--- src/rtl/microtile_sel_ctrl_pkg.sv ---
// Shared types and defaults for the micro-tile select controller.
// Holds the FSM state encoding, the default sizing constants and the one-hot helper.
package microtile_pkg;

  localparam int NUM_TILES       = 4;
  localparam int SEL_W           = $clog2(NUM_TILES);
  localparam int RST_HOLD_CYCLES = 8;
  localparam int QUIESCE_CYCLES  = 2;

  // Widest tile count the one-hot helper supports; callers truncate to their width.
  localparam int MAX_TILES = 32;

  typedef enum logic [1:0] {
    ST_RESET   = 2'd0,
    ST_RUN     = 2'd1,
    ST_QUIESCE = 2'd2
  } state_e;

  function automatic logic [MAX_TILES-1:0] onehot(input logic [31:0] idx);
    return MAX_TILES'(1) << idx;
  endfunction

endpackage

--- src/rtl/microtile_sel_ctrl_if.sv ---
// Select request and per-tile control bundle between the controller and its container.
// The controller sits on the slave side; the container or bench drives as master.
interface microtile_sel_ctrl_if #(
  parameter int NUM_TILES = microtile_pkg::NUM_TILES,
  parameter int SEL_W     = $clog2(NUM_TILES)
);

  logic [SEL_W-1:0]     sel_req;
  logic [SEL_W-1:0]     sel_active;
  logic [NUM_TILES-1:0] tile_clk_en;
  logic [NUM_TILES-1:0] tile_rst_n;
  logic                 out_valid;
  logic                 busy;
  logic [7:0]           switch_cnt;

  modport master (
    output sel_req,
    input  sel_active, tile_clk_en, tile_rst_n, out_valid, busy, switch_cnt
  );

  modport slave (
    input  sel_req,
    output sel_active, tile_clk_en, tile_rst_n, out_valid, busy, switch_cnt
  );

endinterface

--- src/rtl/microtile_sel_ctrl_sync.sv ---
// Synchroniser for the asynchronous select pins plus a stability counter.
// stable_o is high in each enabled cycle where the synced select has held STABLE_CYCLES cycles.
module microtile_sel_sync #(
  parameter int SEL_W         = 2,
  parameter int SYNC_STAGES   = 2,
  parameter int STABLE_CYCLES = 4
) (
  input  logic             clk,
  input  logic             rst_n,
  input  logic             en_i,
  input  logic [SEL_W-1:0] sel_req_i,
  output logic [SEL_W-1:0] sel_s_o,
  output logic             stable_o
);

  localparam int CNT_W = $clog2(STABLE_CYCLES + 1);

  logic [SYNC_STAGES-1:0][SEL_W-1:0] sync_q;
  logic [SEL_W-1:0]                  prev_q;
  logic [CNT_W-1:0]                  cnt_q, cnt_d;

  assign sel_s_o = sync_q[SYNC_STAGES-1];

  // NOTE: sequential state uses non-blocking assignments so every flop samples pre-edge values.
  always_ff @(posedge clk or negedge rst_n) begin
    if (!rst_n) begin
      sync_q <= '0;
      prev_q <= '0;
      cnt_q  <= '0;
    end else begin
      sync_q <= {sync_q[SYNC_STAGES-2:0], sel_req_i};
      prev_q <= sel_s_o;
      cnt_q  <= cnt_d;
    end
  end

  // Saturate at STABLE_CYCLES so a held value keeps stable_o asserted.
  always_comb begin
    cnt_d = '0;
    if (en_i) begin
      if (sel_s_o != prev_q)
        cnt_d = CNT_W'(1);
      else if (cnt_q == CNT_W'(STABLE_CYCLES))
        cnt_d = cnt_q;
      else
        cnt_d = cnt_q + CNT_W'(1);
    end
  end

  assign stable_o = en_i && (cnt_d == CNT_W'(STABLE_CYCLES));

endmodule

--- src/rtl/microtile_sel_ctrl.sv ---
// Tile handover sequencer: debounced select, clock-gated quiesce, held reset, then run.
// All outputs are registered from the next-state values.
module microtile_sel_ctrl #(
  parameter int NUM_TILES       = microtile_pkg::NUM_TILES,
  parameter int SEL_W           = $clog2(NUM_TILES),
  parameter int SYNC_STAGES     = 2,
  parameter int STABLE_CYCLES   = 4,
  parameter int RST_HOLD_CYCLES = microtile_pkg::RST_HOLD_CYCLES,
  parameter int QUIESCE_CYCLES  = microtile_pkg::QUIESCE_CYCLES
) (
  input  logic                 clk,
  input  logic                 rst_n,
  microtile_sel_ctrl_if.slave  bus
);

  import microtile_pkg::*;

  localparam int TMR_MAX = (RST_HOLD_CYCLES > QUIESCE_CYCLES) ? RST_HOLD_CYCLES : QUIESCE_CYCLES;
  localparam int TMR_W   = $clog2(TMR_MAX + 1);

  state_e               state_q, state_d;
  logic [TMR_W-1:0]     timer_q, timer_d;
  logic [SEL_W-1:0]     pending_q, pending_d;
  logic [SEL_W-1:0]     sel_active_q, sel_active_d;
  logic [7:0]           switch_cnt_q, switch_cnt_d;
  logic [NUM_TILES-1:0] clk_en_q, clk_en_d;
  logic [NUM_TILES-1:0] tile_rst_n_q, tile_rst_n_d;
  logic                 out_valid_q, out_valid_d;
  logic                 busy_q, busy_d;

  logic [SEL_W-1:0]     sel_s;
  logic                 stable;
  logic                 fire;

  microtile_sel_sync #(
    .SEL_W         (SEL_W),
    .SYNC_STAGES   (SYNC_STAGES),
    .STABLE_CYCLES (STABLE_CYCLES)
  ) u_sync (
    .clk       (clk),
    .rst_n     (rst_n),
    .en_i      (state_q == ST_RUN),
    .sel_req_i (bus.sel_req),
    .sel_s_o   (sel_s),
    .stable_o  (stable)
  );

  // Out-of-range codes count as "same tile" and never start a handover.
  assign fire = stable && (sel_s != sel_active_q) && (32'(sel_s) < 32'(NUM_TILES));

  // NOTE: every always_comb output gets a default first so no path can infer a latch.
  always_comb begin
    state_d      = state_q;
    timer_d      = timer_q + TMR_W'(1);
    pending_d    = pending_q;
    sel_active_d = sel_active_q;
    switch_cnt_d = switch_cnt_q;

    unique case (state_q)
      ST_RESET: begin
        // Right after async reset the outputs are still zero: that cycle is the entry, not hold.
        if (clk_en_q == '0) begin
          timer_d = '0;
        end else if (timer_q == TMR_W'(RST_HOLD_CYCLES - 1)) begin
          state_d = ST_RUN;
          timer_d = '0;
        end
      end
      ST_RUN: begin
        timer_d = '0;
        if (fire) begin
          state_d      = ST_QUIESCE;
          pending_d    = sel_s;
          switch_cnt_d = switch_cnt_q + 8'd1;
        end
      end
      ST_QUIESCE: begin
        if (timer_q == TMR_W'(QUIESCE_CYCLES - 1)) begin
          state_d      = ST_RESET;
          timer_d      = '0;
          sel_active_d = pending_q;
        end
      end
      default: begin
        state_d = ST_RESET;
        timer_d = '0;
      end
    endcase

    clk_en_d     = '0;
    tile_rst_n_d = '0;
    out_valid_d  = 1'b0;
    busy_d       = 1'b1;
    unique case (state_d)
      ST_RESET: clk_en_d = NUM_TILES'(onehot(32'(sel_active_d)));
      ST_RUN: begin
        clk_en_d     = NUM_TILES'(onehot(32'(sel_active_d)));
        tile_rst_n_d = NUM_TILES'(onehot(32'(sel_active_d)));
        out_valid_d  = 1'b1;
        busy_d       = 1'b0;
      end
      default: ;
    endcase
  end

  always_ff @(posedge clk or negedge rst_n) begin
    if (!rst_n) begin
      state_q      <= ST_RESET;
      timer_q      <= '0;
      pending_q    <= '0;
      sel_active_q <= '0;
      switch_cnt_q <= '0;
      clk_en_q     <= '0;
      tile_rst_n_q <= '0;
      out_valid_q  <= 1'b0;
      busy_q       <= 1'b1;
    end else begin
      state_q      <= state_d;
      timer_q      <= timer_d;
      pending_q    <= pending_d;
      sel_active_q <= sel_active_d;
      switch_cnt_q <= switch_cnt_d;
      clk_en_q     <= clk_en_d;
      tile_rst_n_q <= tile_rst_n_d;
      out_valid_q  <= out_valid_d;
      busy_q       <= busy_d;
    end
  end

  assign bus.sel_active  = sel_active_q;
  assign bus.tile_clk_en = clk_en_q;
  assign bus.tile_rst_n  = tile_rst_n_q;
  assign bus.out_valid   = out_valid_q;
  assign bus.busy        = busy_q;
  assign bus.switch_cnt  = switch_cnt_q;

endmodule

--- src/flat_wrapper.sv ---
// flat-port wrapper written by rule: the top's interface ports become plain ports
module microtile_sel_ctrl_flat import microtile_pkg::*;
#(
  parameter int NUM_TILES       = microtile_pkg::NUM_TILES,
  parameter int SEL_W           = $clog2(NUM_TILES),
  parameter int SYNC_STAGES     = 2,
  parameter int STABLE_CYCLES   = 4,
  parameter int RST_HOLD_CYCLES = microtile_pkg::RST_HOLD_CYCLES,
  parameter int QUIESCE_CYCLES  = microtile_pkg::QUIESCE_CYCLES
)
  (clk, rst_n, bus_sel_req, bus_sel_active, bus_tile_clk_en, bus_tile_rst_n, bus_out_valid, bus_busy, bus_switch_cnt);
  microtile_sel_ctrl_if #(.NUM_TILES(NUM_TILES), .SEL_W(SEL_W)) bus_i ();
  input  logic clk;
  input  logic rst_n;
  input wire logic [$bits(bus_i.sel_req)-1:0] bus_sel_req;
  output wire logic [$bits(bus_i.sel_active)-1:0] bus_sel_active;
  output wire logic [$bits(bus_i.tile_clk_en)-1:0] bus_tile_clk_en;
  output wire logic [$bits(bus_i.tile_rst_n)-1:0] bus_tile_rst_n;
  output wire logic [$bits(bus_i.out_valid)-1:0] bus_out_valid;
  output wire logic [$bits(bus_i.busy)-1:0] bus_busy;
  output wire logic [$bits(bus_i.switch_cnt)-1:0] bus_switch_cnt;
  assign bus_i.sel_req = bus_sel_req;
  assign bus_sel_active = bus_i.sel_active;
  assign bus_tile_clk_en = bus_i.tile_clk_en;
  assign bus_tile_rst_n = bus_i.tile_rst_n;
  assign bus_out_valid = bus_i.out_valid;
  assign bus_busy = bus_i.busy;
  assign bus_switch_cnt = bus_i.switch_cnt;
  microtile_sel_ctrl #(.NUM_TILES(NUM_TILES), .SEL_W(SEL_W), .SYNC_STAGES(SYNC_STAGES), .STABLE_CYCLES(STABLE_CYCLES), .RST_HOLD_CYCLES(RST_HOLD_CYCLES), .QUIESCE_CYCLES(QUIESCE_CYCLES)) u_core (.clk(clk), .rst_n(rst_n), .bus(bus_i));
endmodule
--- config.mk ---
export PLATFORM = sky130hd
export DESIGN_NAME = microtile_sel_ctrl_flat
export DESIGN_NICKNAME = d
export VERILOG_FILES = /design/src/rtl/microtile_sel_ctrl_pkg.sv /design/src/rtl/microtile_sel_ctrl_if.sv /design/src/rtl/microtile_sel_ctrl_sync.sv /design/src/rtl/microtile_sel_ctrl.sv /design/src/flat_wrapper.sv
export SDC_FILE = /design/constraint.sdc
export NUM_CORES = 1
export LEC_CHECK = 0
export CAP_MARGIN = 20
export CORE_MARGIN = 4
export CORE_UTILIZATION = 55
export CTS_BUF_LIST = sky130_fd_sc_hd__clkbuf_8
export DETAILED_ROUTE_END_ITERATION = 10
export PLACE_DENSITY = 0.89
export SYNTH_ARGS = -nofsm -noshare
export SYNTH_HDL_FRONTEND = slang
export SYNTH_SLANG_ARGS = --single-unit
--- constraint.sdc ---
create_clock -name clk -period 2.38 [get_ports clk]
set_input_delay 0.476 -clock clk [delete_from_list [all_inputs] [get_ports clk]]
set_output_delay 0.476 -clock clk [all_outputs]
set_load 0.05 [all_outputs]
==> flow_summary.toml <==
[setup_path]
worstReg2RegEnd = "u_core.pending_q[0]"
crit_fanout = 7
r2r_setup_slack_ns = 0.20
ff2ff_path_depth = 6
worst_setup_path_end_kind = "register"
timing.critical_path.cells = "inv_1, ha_1, or3b_1, a31o_4, nor3_4, mux2_2"
cp_data_arrival_time_ns = 2.34
worst-setup-path-type = "register to register"
crit_path_max_incr_delay_ns = 0.42
worst_setup_path_start_kind = "register"
cp.required_ns = 2.54
critical_path.reg2reg.startpoint = "u_core.u_sync.cnt_q[0]"
slowest_stage = "sky130_fd_sc_hd__dfrtp_1"

[routing]
total_via_count_in_the_routed_design = 1043
drt_iter0_markers = 32
route.final.wire_length_mm = 2.90
detail_route.first_pass.iterations = 4
post_route_drc_violation_count = 0
routed_via_density = 5.58
drtAntennaViolNets = 0
wire_per_inst_um = 15.5

[placement]
numPlacedInstances = 180
placement.setup.worst_slack_ns = 0.216
gp_routability_congestion = 0.743
io_buffer_count = 23
placement.cell_area_mm2 = 0.00184
place.detailed.hpwl_mm = 2.05

[synthesis]
synth_cell_type_count = 33
ys_seq_area_share_pct = 59.3
yosys_warnings = 0
yosysTopAreaCellShare_pct = 57.6
syn-mean-instance-area_um2 = 12.6
synth.top_cells.by_area = "sky130_fd_sc_hd__dfrtp_1, sky130_fd_sc_hd__nor4_1, sky130_fd_sc_hd__xor2_1, sky130_fd_sc_hd__ha_1, sky130_fd_sc_hd__xnor2_1"
synth_largest_area_cell = "sky130_fd_sc_hd__dfrtp_1"
synth_fp_nets = 133
synthCells = 124
syn_area_mm2 = 0.00156
synth-seq-cells = 37

[worst_hold_path]
min_path_type = "register to register"
hp-start = "u_core.u_sync.sync_q[0]"
holdPathEnd = "u_core.u_sync.sel_s_o[0]"
hold_depth = 0

[cts]
tritoncts_num_sinks = 37
clockRootBuffer = "sky130_fd_sc_hd__clkbuf_8"
cts_resized = 0
clock_latency_ns = 0.29
cts.repair_timing.setup_buffer_count = 0
cts_tree = "yes"
cts_inserted_buffers = 5
clock_path_buffers = 2
postCtsHoldBufs = 0
cts.htree.levels = 2
cts.reportedPaths.clkPinSlew_ns = 0.07

[cells_and_area]
area_growth_from_synthesis_to_layout_pct = 23.4
final_cell_mix = "sky130_fd_sc_hd__dfrtp_1, sky130_fd_sc_hd__clkdlybuf4s50_1, sky130_fd_sc_hd__nor4_1"
final_cells = 187
layout-drive-gt1-share_pct = 12.2
design.final.nets = 165
final_cell_area_mm2 = 0.00193
diodes = 0
layout.cells.most_common = "sky130_fd_sc_hd__dfrtp_1"

[power]
report.power.total_mw = 1.74
ir_drop_mv = 0.796
power.leakage_nw = 0.915
power_density_cells_mw_per_mm2 = 903

[timing]
headroom_to_the_max_slew_limit_pct = 55.0
worstMarginPinSlew_ns = 0.673
slew_viol_final = 0
finalCritPeriodShare_pct = 91.5
setup_viol_count_final = 0
hold_violations = 0
timing.clock.skew_ns = 0.00892
timing.final.crit_period_ns = 2.18
final.setup.worst_slack_ns = 0.202
fmaxAchievable_ghz = 0.459
setup_repair_after_global_routing_missed_its_margin = "false"
fin_setup_tns_ns = 0

[job]
max_cap_viol_count = 0

[floorplan]
floorplan.die.width_um = 61.3
die_area_mm2 = 0.00376
die_y_um = 61.3
ioPinCount = 24
core_area_mm2 = 0.00273
floorplan.initialDensity_pct = 57.2
placement_rows = 19

[outcome]
run_status = "finished clean"

[global_routing]
antenna_found_initial = 0
first_global_vias = 1075
grt_pass1_wl_mm = 4.76
pin_count_of_the_biggest_net_entering_global_routing = 38
grt.total_usage_pct = 18.2
grt_remaining_overflow = 0
power breakdown:
part           switching, mW  internal, mW
Clock                  0.205         0.225
Combinational          0.320         0.188
Sequential            0.0797         0.726
cell usage after synthesis, drive strengths merged:
library cell,count
xnor2,4
o21ba,1
nand2b,2
and3,1
nand3b,2
nand3,2
o21bai,2
and2,2
inv,6
dfstp,1
xor2,10
nor2b,1
nor2,8
nand2,4
nor4,14
a31oi,1
a31o,1
buf,1
dfrtp,36
or2,1
mux2i,2
nand4,2
a21oi,2
or3b,1
mux2,3
nor4b,2
ha,5
nor3b,2
nor3,4
o21ai,1
through the flow:
| step | util, % | hold slack [ns] |
|---|---|---|
| after floorplan | - | 0.180 |
| after global placement | 67.5 | 0.339 |
| after detailed placement | 67.5 | 0.335 |
| after CTS | 70.6 | 0.349 |
| after global routing | 70.6 | 0.371 |
| final | 70.6 | 0.348 |
final cells by class:
cell class	instances	area, um2
tap	31	38.8
timing repair buffer	26	253
clock inverter	1	3.75
inverter	6	22.5
clock buffer	6	82.6
sequential	37	927
fill	176	803
multi-input combinational	80	603
critical path, delay by kind of cell, from the launching register on:
kind | cells | cell delay (ns)
buf+inv | 1 | 0.07
compound gates | 1 | 0.28
simple gates | 2 | 0.67
fa+ha+maj | 1 | 0.24
flops | 1 | 0.42
mux | 1 | 0.38
cells by family after synthesis:
logic type               Yosys count  share of synthesized area, %
XOR/XNOR                          14                          8.32
flip-flops                        37                          59.3
multiplexers                       5                          3.44
AND/OR/NAND/NOR                   48                          18.7
buffers and inverters              7                          2.16
adder cells (fa/ha/maj)            5                          4.00
AO/OA/AOI/OAI                      8                          4.08
how the worst max path moves through the flow:
stage / endpoint / slack, ns / from / depth (start not counted)
after floorplan: u_core.bus.switch_cnt[1] / 0.35 / u_core.u_sync.cnt_q[0] / 6
after CTS: u_core.pending_q[0] / 0.20 / u_core.u_sync.cnt_q[0] / 6
after global routing: u_core.bus.tile_rst_n[1] / 0.06 / u_core.timer_q[1] / 7
after detailed placement: u_core.pending_q[0] / 0.22 / u_core.u_sync.cnt_q[0] / 6
final: u_core.pending_q[0] / 0.20 / u_core.u_sync.cnt_q[0] / 6
after global placement: u_core.bus.switch_cnt[1] / 0.31 / u_core.u_sync.cnt_q[0] / 6
state kept, by name (all words and copies together), names as in the netlist, 2 cells and up:
signal                  cells
u_core.bus.switch_cnt       8
u_core.bus.tile_clk_en      4
u_core.bus.tile_rst_n       4
u_core.timer_q              4
u_core.u_sync.cnt_q         3
u_core.bus.sel_active       2
u_core.pending_q            2
u_core.state_q              2
u_core.u_sync.prev_q        2
u_core.u_sync.sel_s_o       2
u_core.u_sync.sync_q        2
metal layers:
layer	routed length, um	vias to the layer above	track usage, %	share of wire [%]
li1	-	499	-	-
met1	1200	515	20.9	42
met2	1510	21	29.5	52
met3	113	8	5.87	3.9
met4	71	0	11.1	2.4
met5	0	-	0	0
Power figures use the tool's default switching activity.
